[config.mk]
export PLATFORM = sky130hd
export DESIGN_NAME = sdram_arb_flat
export DESIGN_NICKNAME = d
export VERILOG_FILES = /design/src/rtl/sdram_pkg.sv /design/src/rtl/sdram_arb_if.sv /design/src/rtl/sdram_arb_ptr.sv /design/src/rtl/sdram_arb.sv /design/src/flat_wrapper.sv
export SDC_FILE = /design/constraint.sdc
export NUM_CORES = 1
export LEC_CHECK = 0
export CORE_ASPECT_RATIO = 0.75
export CORE_MARGIN = 2
export CORE_UTILIZATION = 30
export CTS_CLUSTER_SIZE = 10
export DETAILED_ROUTE_END_ITERATION = 10
export GPL_TIMING_DRIVEN = 0
export SLEW_MARGIN = 30
export SYNTH_ARGS = -nofsm -noshare
export SYNTH_HDL_FRONTEND = slang
export SYNTH_SLANG_ARGS = --single-unit
[constraint.sdc]
create_clock -name clk -period 2.78 [get_ports clk]
set_input_delay 0.695 -clock clk [delete_from_list [all_inputs] [get_ports clk]]
set_output_delay 0.695 -clock clk [all_outputs]
set_load 0.005 [all_outputs]
[src/rtl/sdram_pkg.sv]
// -----------------------------------------------------------------------------
// sdram_pkg
// Shared definitions for the SDRAM subsystem (arbiter and controller):
//   - arb_state_t : arbiter scheduling states
//   - grant_t     : which requester owns the current burst
//   - address field helpers for the {bank, row, col} word address layout
// No ports (package).
// -----------------------------------------------------------------------------
package sdram_pkg;

  typedef enum logic [1:0] {
    IDLE = 2'd0,
    REQ  = 2'd1,
    RUN  = 2'd2,
    DONE = 2'd3
  } arb_state_t;

  typedef enum logic {
    WRITE = 1'b0,
    READ  = 1'b1
  } grant_t;

  // Word address layout: {bank[22:21], row[20:9], col[8:0]}
  localparam int BANK_MSB = 22;
  localparam int BANK_LSB = 21;
  localparam int ROW_MSB  = 20;
  localparam int ROW_LSB  = 9;
  localparam int COL_MSB  = 8;
  localparam int COL_LSB  = 0;

  function automatic logic [1:0] addr_bank(input logic [22:0] addr);
    return addr[BANK_MSB:BANK_LSB];
  endfunction

  function automatic logic [11:0] addr_row(input logic [22:0] addr);
    return addr[ROW_MSB:ROW_LSB];
  endfunction

  function automatic logic [8:0] addr_col(input logic [22:0] addr);
    return addr[COL_MSB:COL_LSB];
  endfunction

endpackage

[src/rtl/sdram_arb_if.sv]
// -----------------------------------------------------------------------------
// sdram_arb_if
// Request/acknowledge bundle between the burst arbiter and the SDRAM controller.
//   wr_req, rd_req : level requests (exactly one high while a request is pending)
//   wr_cnt         : burst length in words
//   wr_addr        : burst start word address
//   ctrl_idle      : controller sits in its idle state
//   ctrl_ack       : one-cycle pulse when the controller accepts a request
// Modports: master = arbiter side, slave = controller side.
// -----------------------------------------------------------------------------
interface sdram_arb_if #(
  parameter int ADDR_WIDTH = 23
);
  logic                  wr_req;
  logic                  rd_req;
  logic [8:0]            wr_cnt;
  logic [ADDR_WIDTH-1:0] wr_addr;
  logic                  ctrl_idle;
  logic                  ctrl_ack;

  modport master (
    output wr_req, rd_req, wr_cnt, wr_addr,
    input  ctrl_idle, ctrl_ack
  );

  modport slave (
    input  wr_req, rd_req, wr_cnt, wr_addr,
    output ctrl_idle, ctrl_ack
  );
endinterface

[src/rtl/sdram_arb_ptr.sv]
// -----------------------------------------------------------------------------
// sdram_arb_ptr
// Wrapping burst pointer. Starts at BASE; each advance adds STEP. When the
// next start would lie beyond TOP the pointer reloads BASE instead and wrap
// pulses for one cycle, so a partial tail at the top of the region is skipped.
// Ports:
//   clk, rst  : clock, asynchronous active-high reset
//   advance   : step the pointer this cycle
//   ptr       : current burst start address
//   wrap      : one-cycle pulse after the pointer reloaded BASE
// -----------------------------------------------------------------------------
module sdram_arb_ptr #(
  parameter int                    ADDR_WIDTH = 23,
  parameter int                    STEP       = 256,
  parameter logic [ADDR_WIDTH-1:0] BASE       = '0,
  parameter logic [ADDR_WIDTH-1:0] TOP        = '1
) (
  input  logic                  clk,
  input  logic                  rst,
  input  logic                  advance,
  output logic [ADDR_WIDTH-1:0] ptr,
  output logic                  wrap
);

  // One extra bit so ptr + STEP can never overflow before the compare.
  localparam logic [ADDR_WIDTH:0] STEP_X = (ADDR_WIDTH+1)'(STEP);

  logic [ADDR_WIDTH:0] next_ptr;

  assign next_ptr = {1'b0, ptr} + STEP_X;

  always_ff @(posedge clk or posedge rst) begin
    if (rst) begin
      ptr  <= BASE;
      wrap <= 1'b0;
    end else begin
      wrap <= 1'b0;
      if (advance) begin
        if (next_ptr > {1'b0, TOP}) begin
          ptr  <= BASE;
          wrap <= 1'b1;
        end else begin
          ptr <= next_ptr[ADDR_WIDTH-1:0];
        end
      end
    end
  end

endmodule

[src/rtl/sdram_arb.sv]
// -----------------------------------------------------------------------------
// sdram_arb
// Burst scheduler in front of the SDRAM controller. Shares the controller
// between the write-side source FIFO and the read-side sink FIFO, round-robin
// when both can move a full burst. Each request is held until the controller
// acknowledges it, then the arbiter waits for the controller to return idle.
// Ports:
//   clk, rst        : clock, asynchronous active-high reset
//   enable          : allow new grants (an ongoing burst always completes)
//   wr_fifo_level   : words waiting in the write-side FIFO
//   rd_fifo_space   : free words in the read-side FIFO
//   ctl             : controller request/ack bundle (master side)
//   wr_busy/rd_busy : a write/read burst is granted and in progress
//   wr_done/rd_done : one-cycle pulse when a burst finishes
//   wr_wrap/rd_wrap : one-cycle pulse when a pointer reloads its base
//   ack_err         : sticky, controller never acknowledged a request
// -----------------------------------------------------------------------------
module sdram_arb
  import sdram_pkg::*;
#(
  parameter int                    DATA_WIDTH  = 48,
  parameter int                    ADDR_WIDTH  = 23,
  parameter int                    BURST_LEN   = 256,
  parameter int                    LVL_WIDTH   = 10,
  parameter logic [ADDR_WIDTH-1:0] WR_BASE     = '0,
  parameter logic [ADDR_WIDTH-1:0] WR_TOP      = 23'h03FFFF,
  parameter logic [ADDR_WIDTH-1:0] RD_BASE     = '0,
  parameter logic [ADDR_WIDTH-1:0] RD_TOP      = 23'h03FFFF,
  parameter int                    ACK_TIMEOUT = 4095
) (
  input  logic                 clk,
  input  logic                 rst,
  input  logic                 enable,
  input  logic [LVL_WIDTH-1:0] wr_fifo_level,
  input  logic [LVL_WIDTH-1:0] rd_fifo_space,
  sdram_arb_if.master          ctl,
  output logic                 wr_busy,
  output logic                 rd_busy,
  output logic                 wr_done,
  output logic                 rd_done,
  output logic                 wr_wrap,
  output logic                 rd_wrap,
  output logic                 ack_err
);

  if (DATA_WIDTH < 1 || BURST_LEN < 1 || BURST_LEN > 511 || ACK_TIMEOUT < 1) begin : g_param_check
    $error("sdram_arb: illegal parameter set");
  end

  localparam int               TMO_W    = $clog2(ACK_TIMEOUT + 1);
  localparam logic [TMO_W-1:0] TMO_LAST = TMO_W'(ACK_TIMEOUT - 1);

  arb_state_t            state;
  grant_t                grant;
  grant_t                last_grant;
  logic [TMO_W-1:0]      tmo_cnt;
  logic                  run_armed;
  logic [ADDR_WIDTH-1:0] wr_ptr;
  logic [ADDR_WIDTH-1:0] rd_ptr;
  logic                  wr_elig;
  logic                  rd_elig;
  logic                  pick_wr;
  logic                  wr_adv;
  logic                  rd_adv;

  assign wr_elig = enable && (32'(wr_fifo_level) >= BURST_LEN);
  assign rd_elig = enable && (32'(rd_fifo_space) >= BURST_LEN);
  // Write wins when it is the only candidate or when read had the last turn.
  assign pick_wr = wr_elig && (!rd_elig || last_grant == READ);

  assign ctl.wr_cnt = 9'(BURST_LEN);

  // Pointers step during the single DONE cycle of their own burst.
  assign wr_adv = (state == DONE) && (grant == WRITE);
  assign rd_adv = (state == DONE) && (grant == READ);

  sdram_arb_ptr #(
    .ADDR_WIDTH (ADDR_WIDTH),
    .STEP       (BURST_LEN),
    .BASE       (WR_BASE),
    .TOP        (WR_TOP)
  ) u_wr_ptr (
    .clk     (clk),
    .rst     (rst),
    .advance (wr_adv),
    .ptr     (wr_ptr),
    .wrap    (wr_wrap)
  );

  sdram_arb_ptr #(
    .ADDR_WIDTH (ADDR_WIDTH),
    .STEP       (BURST_LEN),
    .BASE       (RD_BASE),
    .TOP        (RD_TOP)
  ) u_rd_ptr (
    .clk     (clk),
    .rst     (rst),
    .advance (rd_adv),
    .ptr     (rd_ptr),
    .wrap    (rd_wrap)
  );

  always_ff @(posedge clk or posedge rst) begin
    if (rst) begin
      state       <= IDLE;
      grant       <= WRITE;
      last_grant  <= READ;
      tmo_cnt     <= '0;
      run_armed   <= 1'b0;
      ctl.wr_req  <= 1'b0;
      ctl.rd_req  <= 1'b0;
      ctl.wr_addr <= '0;
      wr_busy     <= 1'b0;
      rd_busy     <= 1'b0;
      wr_done     <= 1'b0;
      rd_done     <= 1'b0;
      ack_err     <= 1'b0;
    end else begin
      wr_done <= 1'b0;
      rd_done <= 1'b0;
      case (state)
        IDLE: begin
          if (wr_elig || rd_elig) begin
            state   <= REQ;
            tmo_cnt <= '0;
            if (pick_wr) begin
              grant       <= WRITE;
              ctl.wr_req  <= 1'b1;
              wr_busy     <= 1'b1;
              ctl.wr_addr <= wr_ptr;
            end else begin
              grant       <= READ;
              ctl.rd_req  <= 1'b1;
              rd_busy     <= 1'b1;
              ctl.wr_addr <= rd_ptr;
            end
          end
        end
        // Request stays level: the controller may run a refresh before it
        // accepts, and ack may coincide with ctrl_idle still high.
        REQ: begin
          if (ctl.ctrl_ack) begin
            ctl.wr_req <= 1'b0;
            ctl.rd_req <= 1'b0;
            run_armed  <= 1'b0;
            state      <= RUN;
          end else if (tmo_cnt == TMO_LAST) begin
            ack_err    <= 1'b1;
            ctl.wr_req <= 1'b0;
            ctl.rd_req <= 1'b0;
            wr_busy    <= 1'b0;
            rd_busy    <= 1'b0;
            state      <= IDLE;
          end else begin
            tmo_cnt <= tmo_cnt + TMO_W'(1);
          end
        end
        // First RUN cycle is masked so a stale ctrl_idle from the ack cycle
        // cannot end the burst before the controller has left idle.
        RUN: begin
          if (!run_armed) begin
            run_armed <= 1'b1;
          end else if (ctl.ctrl_idle) begin
            state      <= DONE;
            wr_done    <= (grant == WRITE);
            rd_done    <= (grant == READ);
            wr_busy    <= 1'b0;
            rd_busy    <= 1'b0;
            last_grant <= grant;
          end
        end
        DONE: begin
          state <= IDLE;
        end
        default: begin
          state <= IDLE;
        end
      endcase
    end
  end

endmodule

[src/flat_wrapper.sv]
// flat-port wrapper written by rule: the top's interface ports become plain ports
module sdram_arb_flat import sdram_pkg::*;
#(
  parameter int                    DATA_WIDTH  = 48,
  parameter int                    ADDR_WIDTH  = 23,
  parameter int                    BURST_LEN   = 256,
  parameter int                    LVL_WIDTH   = 10,
  parameter logic [ADDR_WIDTH-1:0] WR_BASE     = '0,
  parameter logic [ADDR_WIDTH-1:0] WR_TOP      = 23'h03FFFF,
  parameter logic [ADDR_WIDTH-1:0] RD_BASE     = '0,
  parameter logic [ADDR_WIDTH-1:0] RD_TOP      = 23'h03FFFF,
  parameter int                    ACK_TIMEOUT = 4095
)
  (clk, rst, enable, wr_fifo_level, rd_fifo_space, wr_busy, rd_busy, wr_done, rd_done, wr_wrap, rd_wrap, ack_err, ctl_wr_req, ctl_rd_req, ctl_wr_cnt, ctl_wr_addr, ctl_ctrl_idle, ctl_ctrl_ack);
  sdram_arb_if #(.ADDR_WIDTH(ADDR_WIDTH)) ctl_i ();
  input  logic clk;
  input  logic rst;
  input  logic enable;
  input  logic [LVL_WIDTH-1:0] wr_fifo_level;
  input  logic [LVL_WIDTH-1:0] rd_fifo_space;
  output logic wr_busy;
  output logic rd_busy;
  output logic wr_done;
  output logic rd_done;
  output logic wr_wrap;
  output logic rd_wrap;
  output logic ack_err;
  output wire logic [$bits(ctl_i.wr_req)-1:0] ctl_wr_req;
  output wire logic [$bits(ctl_i.rd_req)-1:0] ctl_rd_req;
  output wire logic [$bits(ctl_i.wr_cnt)-1:0] ctl_wr_cnt;
  output wire logic [$bits(ctl_i.wr_addr)-1:0] ctl_wr_addr;
  input wire logic [$bits(ctl_i.ctrl_idle)-1:0] ctl_ctrl_idle;
  input wire logic [$bits(ctl_i.ctrl_ack)-1:0] ctl_ctrl_ack;
  assign ctl_wr_req = ctl_i.wr_req;
  assign ctl_rd_req = ctl_i.rd_req;
  assign ctl_wr_cnt = ctl_i.wr_cnt;
  assign ctl_wr_addr = ctl_i.wr_addr;
  assign ctl_i.ctrl_idle = ctl_ctrl_idle;
  assign ctl_i.ctrl_ack = ctl_ctrl_ack;
  sdram_arb #(.DATA_WIDTH(DATA_WIDTH), .ADDR_WIDTH(ADDR_WIDTH), .BURST_LEN(BURST_LEN), .LVL_WIDTH(LVL_WIDTH), .WR_BASE(WR_BASE), .WR_TOP(WR_TOP), .RD_BASE(RD_BASE), .RD_TOP(RD_TOP), .ACK_TIMEOUT(ACK_TIMEOUT)) u_core (.clk(clk), .rst(rst), .enable(enable), .wr_fifo_level(wr_fifo_level), .rd_fifo_space(rd_fifo_space), .ctl(ctl_i), .wr_busy(wr_busy), .rd_busy(rd_busy), .wr_done(wr_done), .rd_done(rd_done), .wr_wrap(wr_wrap), .rd_wrap(rd_wrap), .ack_err(ack_err));
endmodule
; ---- Word-level counts from Yosys, hierarchy flattened
; Cells that the tools add are included.
[classes]
add_sub_neg = 3
magnitude_cmp = 4
n_eq_ne = 14
n_mux = 39
bitwise = 2
reduce_logical = 22
[ops]
columns = op, count
row1 = 23-bit 2-to-1 mux, 3
row2 = "23-bit by 9-bit adder with 24-bit output, second input constant", 2
row3 = "24-bit by 18-bit greater-than comparator with 1-bit output, second input constant", 2
row4 = 12-bit 2-to-1 mux, 3
row5 = 12-bit case mux with 2 select lines, 1
row6 = 1-bit 2-to-1 mux, 21
row7 = "10-bit by 9-bit >= comparator with 1-bit output, second input constant", 2
row8 = 4-bit AND reduction, 4
row9 = 7-bit AND reduction, 2
row10 = "12-bit by 1-bit adder with 12-bit output, second input constant", 1
row11 = "12-bit equality test, second input constant", 1
row12 = 2-bit 2-to-1 mux, 5
row13 = "2-bit != test, second input constant", 5
row14 = "2-bit by 1-bit != test with 1-bit output, second input constant", 4
row15 = 2-bit case mux with 4 select lines, 1
row16 = 1-bit case mux with 2 select lines, 3
row17 = 1-bit case mux with 3 select lines, 2
row18 = 3-bit AND reduction, 2
row19 = 1-bit logical AND, 5
row20 = "2-bit equality test, second input constant", 2
row21 = 2-bit AND reduction, 2
row22 = 2-bit nonzero test, 2
row23 = "3-bit by 2-bit != test with 1-bit output, second input constant", 1
row24 = 3-bit nonzero test, 1
row25 = 5 further kinds, 7
[word_totals]
reg_bits = 95
wordCells = 101

; ---- Depth between registers and ports, before layout
[logic_depth]
ltp_word = 8
ltp_mapped = 8

; ---- Modules after synthesis
; From an unflattened synthesis, not the netlist that was laid out.
[unflattened]
cells_unflattened = 453
hier_area_um2 = 4465.5
[modules_own_cells]
columns = mod, instances, cells_per_inst, area_per_inst_um2, seq_area_each_um2
row1 = sdram_arb, 1, 272, 2656.3, 1177.4
row2 = sdram_arb_ptr (u_core.u_rd_ptr), 1, 101, 944.7, 400.4
row3 = sdram_arb_ptr (u_core.u_wr_ptr), 1, 80, 864.6, 400.4

; ---- Worst setup path after synthesis
; No wires, ideal clock.
[synth_timing]
path_kind = input-to-reg
startpoint = in rd_fifo_space[9]
endpoint = reg u_core.tmo_cnt[10]
setup_ps = 152
t_arrival_ps = 1795
slack_ps = 832
cell_stages = 6
path_buffers = 1
path_cell_list = o41a_1 -> mux2i_4 -> buf_2 -> nor3_1 -> xnor2_1 -> nor2_1
[synth_between]
elab_chain_cells = 5
[synth_rtl]
columns = item, line
row1 = from (decl), flat_wrapper.sv:20  ; input logic [LVL_WIDTH-1:0] rd_fifo_space;
row2 = 10-bit by 9-bit >= comparator with 1-bit output, sdram_arb.sv:67  ; assign rd_elig = enable && (32'(rd_fifo_space) >= BURST_LEN);
row3 = 1-bit logical AND, sdram_arb.sv:67
row4 = 1-bit logical OR, sdram_arb.sv:123  ; if (wr_elig || rd_elig) begin
row5 = 2-bit by 1-bit != test with 1-bit output (no source line), -
row6 = 4-bit AND reduction (no source line), -
row7 = to (signal assigned), sdram_arb.sv:155  ; tmo_cnt <= tmo_cnt + TMO_W'(1);
row8 = to (decl), sdram_arb.sv:56  ; logic [TMO_W-1:0] tmo_cnt;
; No other way between the ends.
; A chain may end at the register's enable or synchronous reset.

; ---- Final worst setup path
[layout_timing]
startpoint = in rd_fifo_space[9]
endpoint = reg u_core.ctl.wr_addr[10]
[layout_between]
elab_chain_cells = 6
[layout_rtl]
columns = item, line
row1 = 10-bit by 9-bit >= comparator with 1-bit output *, sdram_arb.sv:67
row2 = 1-bit logical AND *, sdram_arb.sv:67
row3 = 1-bit zero test, sdram_arb.sv:69  ; assign pick_wr = wr_elig && (!rd_elig || last_grant == READ);
row4 = 1-bit logical OR, sdram_arb.sv:69
row5 = 1-bit logical AND, sdram_arb.sv:69
row6 = 23-bit 2-to-1 mux, sdram_arb.sv:126  ; if (pick_wr) begin
row7 = to (signal assigned), sdram_arb.sv:130  ; ctl.wr_addr <= wr_ptr;
row8 = to (signal assigned), sdram_arb.sv:135  ; ctl.wr_addr <= rd_ptr;
row9 = to (decl), sdram_arb_if.sv:22  ; output wr_req, rd_req, wr_cnt, wr_addr,
; Mark *: on every way between the ends. The rest lies on a longest branch, timed or not.

==> summary.txt <==
Run status
  • Status: finished, final reports clean

STA
  • Fin. Hold Viols: 0
  • Setup Skew: 0.00738 ns
  • RSZ-0062 raised after global routing: false
  • Worst setup margin: 0.309 ns
  • Min Clock Period, post-route: 2.47 ns
  • Setup violators final: 0
  • Slew Limit Fails: 0
  • Final period util: 88.9%
  • Highest clock rate: 405 MHz
  • Hold WS: 0.477 ns
  • Worst-Margin Slew: 0.656 ns
  • Relative slew slack: 56.0%

GRT
  • Met2 Usage GRT: 19.8%
  • Busiest grt layer: met2
  • Pin count of the biggest net entering global routing: 49
  • Vias in the first global route: 2795
  • Met1 Usage GRT: 19.2%
  • First-pass GRT wire length: 14300 µm
  • Grt total ovfl: 0
  • Total GRT Usage: 13.4%
  • Initial antenna violation count: 0
  • GR Util met3: 3.62%

Critical path
  • Critical Path Fanout Max: 10
  • Max stage delay cell, worst path: o41ai_1
  • Worst path max stage delay: 0.64 ns
  • Critical path cell sequence: clkdlybuf4s50_1 > o41ai_1 > nor2_1 > clkbuf_1 > nor2_1 > a21oi_1
  • Req. time, crit path: 2.97 ns
  • CP startpoint kind: input pin
  • Critical Path AT: 2.66 ns
  • Most common cell on crit path: nor2_1
  • Worst Setup End Kind: flop
  • Worst path bufs/invs: 2
  • Delay-heaviest family, CP: buffers and inverters
  • Setup CP Type: input pin to flop

Cells and area
  • Area grow syn2layout: 24.1%
  • Nets@finish: 470
  • Layout Utilization: 38.0%
  • Commonest non-fill, non-tap cell in the layout: dfrtp_1
  • # diodes: 0
  • Layout filler cell count: 1209
  • Cell Count, Final, Fillers Out: 606
  • Layout cells sized above 1: 13.2%
  • Most frequent cells in the layout: 70 x dfrtp_1, 39 x nor2_1, 32 x nand2_1, 31 x clkdlybuf4s50_1, 22 x a21oi_1

Place
  • Dpl cells: 590
  • Post-DP HPWL: 6150 µm
  • Routability cong.: 0.838
  • Dpl ws: -0.0261 ns
  • Port bufs: 31

Synth
  • Synthesized flop and latch total: 71
  • Synth warnings: 0
  • Average size of a mapped cell: 9.92 µm²
  • Unique cell type count in the Yosys netlist: 57
  • Ys flop type: dfrtp_1
  • Yosys top cell by area: dfrtp_1
  • Number of flops mapped to enable cells by yosys: 0
  • Synth area leaders: dfrtp_1 47%, mux2i_1 4.6%, nor2_1 3.9%
  • Post-Syn Area: 0.00374 mm²
  • Mapped Cells: 377
  • Top-area cell type share of the netlist area: 46.9%
  • Register area share after synthesis: 47.6%
  • Async S/R FF share, synth: 100%

Clock tree
  • Clock Tree Buf Depth: 2
  • Hold buffer count at cts: 0
  • Clk slew on worst S/H paths: 0.06 ns
  • Post_cts resized: 0
  • CTS root buffer: clkbuf_16
  • Total CTS buffers: 9
  • CTS tree: built
  • H-Tree Depth: 3
  • Clock latency on the worst-skew pair: 0.32 ns
  • Clk sinks: 71
  • Setup Fix Bufs, Post-CTS: 0

Floorplanning
  • Die Area: 0.0134 mm²
  • Starting Density: 30.6%
  • Io pins: 66
  • Die width: 133 µm
  • Die Y: 101 µm
  • Rows: 35
  • Core footprint: 0.0122 mm²

Pwr
  • Power Dens Cells: 850 mW/mm²
  • Peak VDD IR: 0.373 mV
  • Leakage: 0.00198 µW
  • Power Total: 3940 µW

Route
  • DRT antenna net count: 0
  • DR WL/cell: 13.9 µm
  • DRT iter0 DRCs: 158
  • DRT Pass-1 Iters: 4
  • Via/cell ratio: 4.84
  • Final WL: 8420 µm
  • DRC viols: 0
  • Total number of vias: 2933

Flow run
  • Max Cap Viol: 0

Hold path
  • Hold Crit Class: flop to flop
-- final cells by class --
| cell class | instances | area, µm² | share of cell area, % |
|---|---|---|---|
| multi-input cells | 281 | 1790 | 38.7 |
| flip-flops and latches | 71 | 1780 | 38.3 |
| repair buffers | 32 | 338 | 7.28 |
| clock buffers | 12 | 246 | 5.31 |
| well taps | 166 | 208 | 4.48 |
| plain buffers | 31 | 194 | 4.18 |
| clock inverters | 4 | 45.0 | 0.971 |
| inverters | 9 | 36.3 | 0.782 |
-- worst register-to-register path: stages, from the launching register on --
cell and delay (ns):
dfrtp_1 0.42, inv_1 0.10, ha_1 0.32, inv_1 0.14, nor2_1 0.44, clkbuf_1 0.54
a21oi_1 0.14
-- worst paths after layout --
| check | slack [ns] | cells past startpoint | from | end |
|---|---|---|---|---|
| worst max-delay path | 0.31 | 6 | rd_fifo_space[9] | u_core.ctl.wr_addr[10] |
| worst min-delay path | 0.48 | 1 | u_core.ack_err | u_core.ack_err |
| worst max register to register | 0.52 | 6 | u_core.state[0] | u_core.ctl.wr_addr[19] |
| worst min register to register | 0.48 | 1 | u_core.ack_err | u_core.ack_err |
| max in group asynchronous | 1.50 | 3 | rst | u_core.last_grant |
| min in group asynchronous | 0.70 | 2 | rst | u_core.wr_done |
-- metal layers --
layer | vias up | share of wire [%]
li1 | 1426 | -
met1 | 1447 | 51
met2 | 54 | 45
met3 | 6 | 3.6
met4 | 0 | 1.0
met5 | - | 0
-- power by group --
part / internal, µW / switching, µW
combinational: 629 / 700
clock: 714 / 405
sequential: 1280 / 219
total: 2620 / 1320
-- synth_stat cells (3+ instances only) --
library cell and number:
ha_1 10, and3_1 3, buf_2 5, a21oi_1 22, clkbuf_1 8, mux2i_1 17, nor3_1 7, and2_1 7
a22o_1 4, o41ai_1 4, nor4_1 6, o2bb2ai_1 3, nand3_1 15, dfrtp_1 70, xnor2_1 11, o31ai_1 4
nand2_1 32, nor4_2 3, and4_1 3, inv_1 9, buf_4 17, nand4_1 8, o21ai_0 17, nor2b_1 7
nand2b_1 5, nor2_1 39
-- logic make-up (layout without fill, tap and decap cells) --
logic type	Yosys count	count (layout)	share of synthesized area [%]
AOI/OAI and AO/OA	74	74	13.5
xor gates and xnor gates	12	12	2.81
adders and majority gates	10	10	3.35
buffers and inverters	40	88	6.09
DFF	71	71	47.6
muxes	19	19	5.76
other	2	17	0.201
and+or+nand+nor	149	149	20.8
-- state kept, by name, summed over array words and instances, names as in the netlist --
register	flops
u_core.rd_busy	1
u_core.u_wr_ptr.ptr	15
u_core.ack_err	1
u_core.tmo_cnt	12
u_core.ctl.wr_req	1
u_core.ctl.wr_addr	15
u_core.wr_done	1
u_core.grant	1
u_core.run_armed	1
u_core.u_rd_ptr.wrap	1
u_core.state	2
u_core.u_wr_ptr.wrap	1
u_core.u_rd_ptr.ptr	15
u_core.rd_done	1
u_core.ctl.rd_req	1
u_core.wr_busy	1
u_core.last_grant	1
-- per-stage QoR --
step / TNS [ns] / instance area, µm²
detailed placement: -0.174 / 4350
floorplan: 0 / 3790
CTS: 0 / 4640
finish: 0 / 4640
global placement: -66.96 / 4310
global route: 0 / 4640
(Power assumes the default switching activity.)
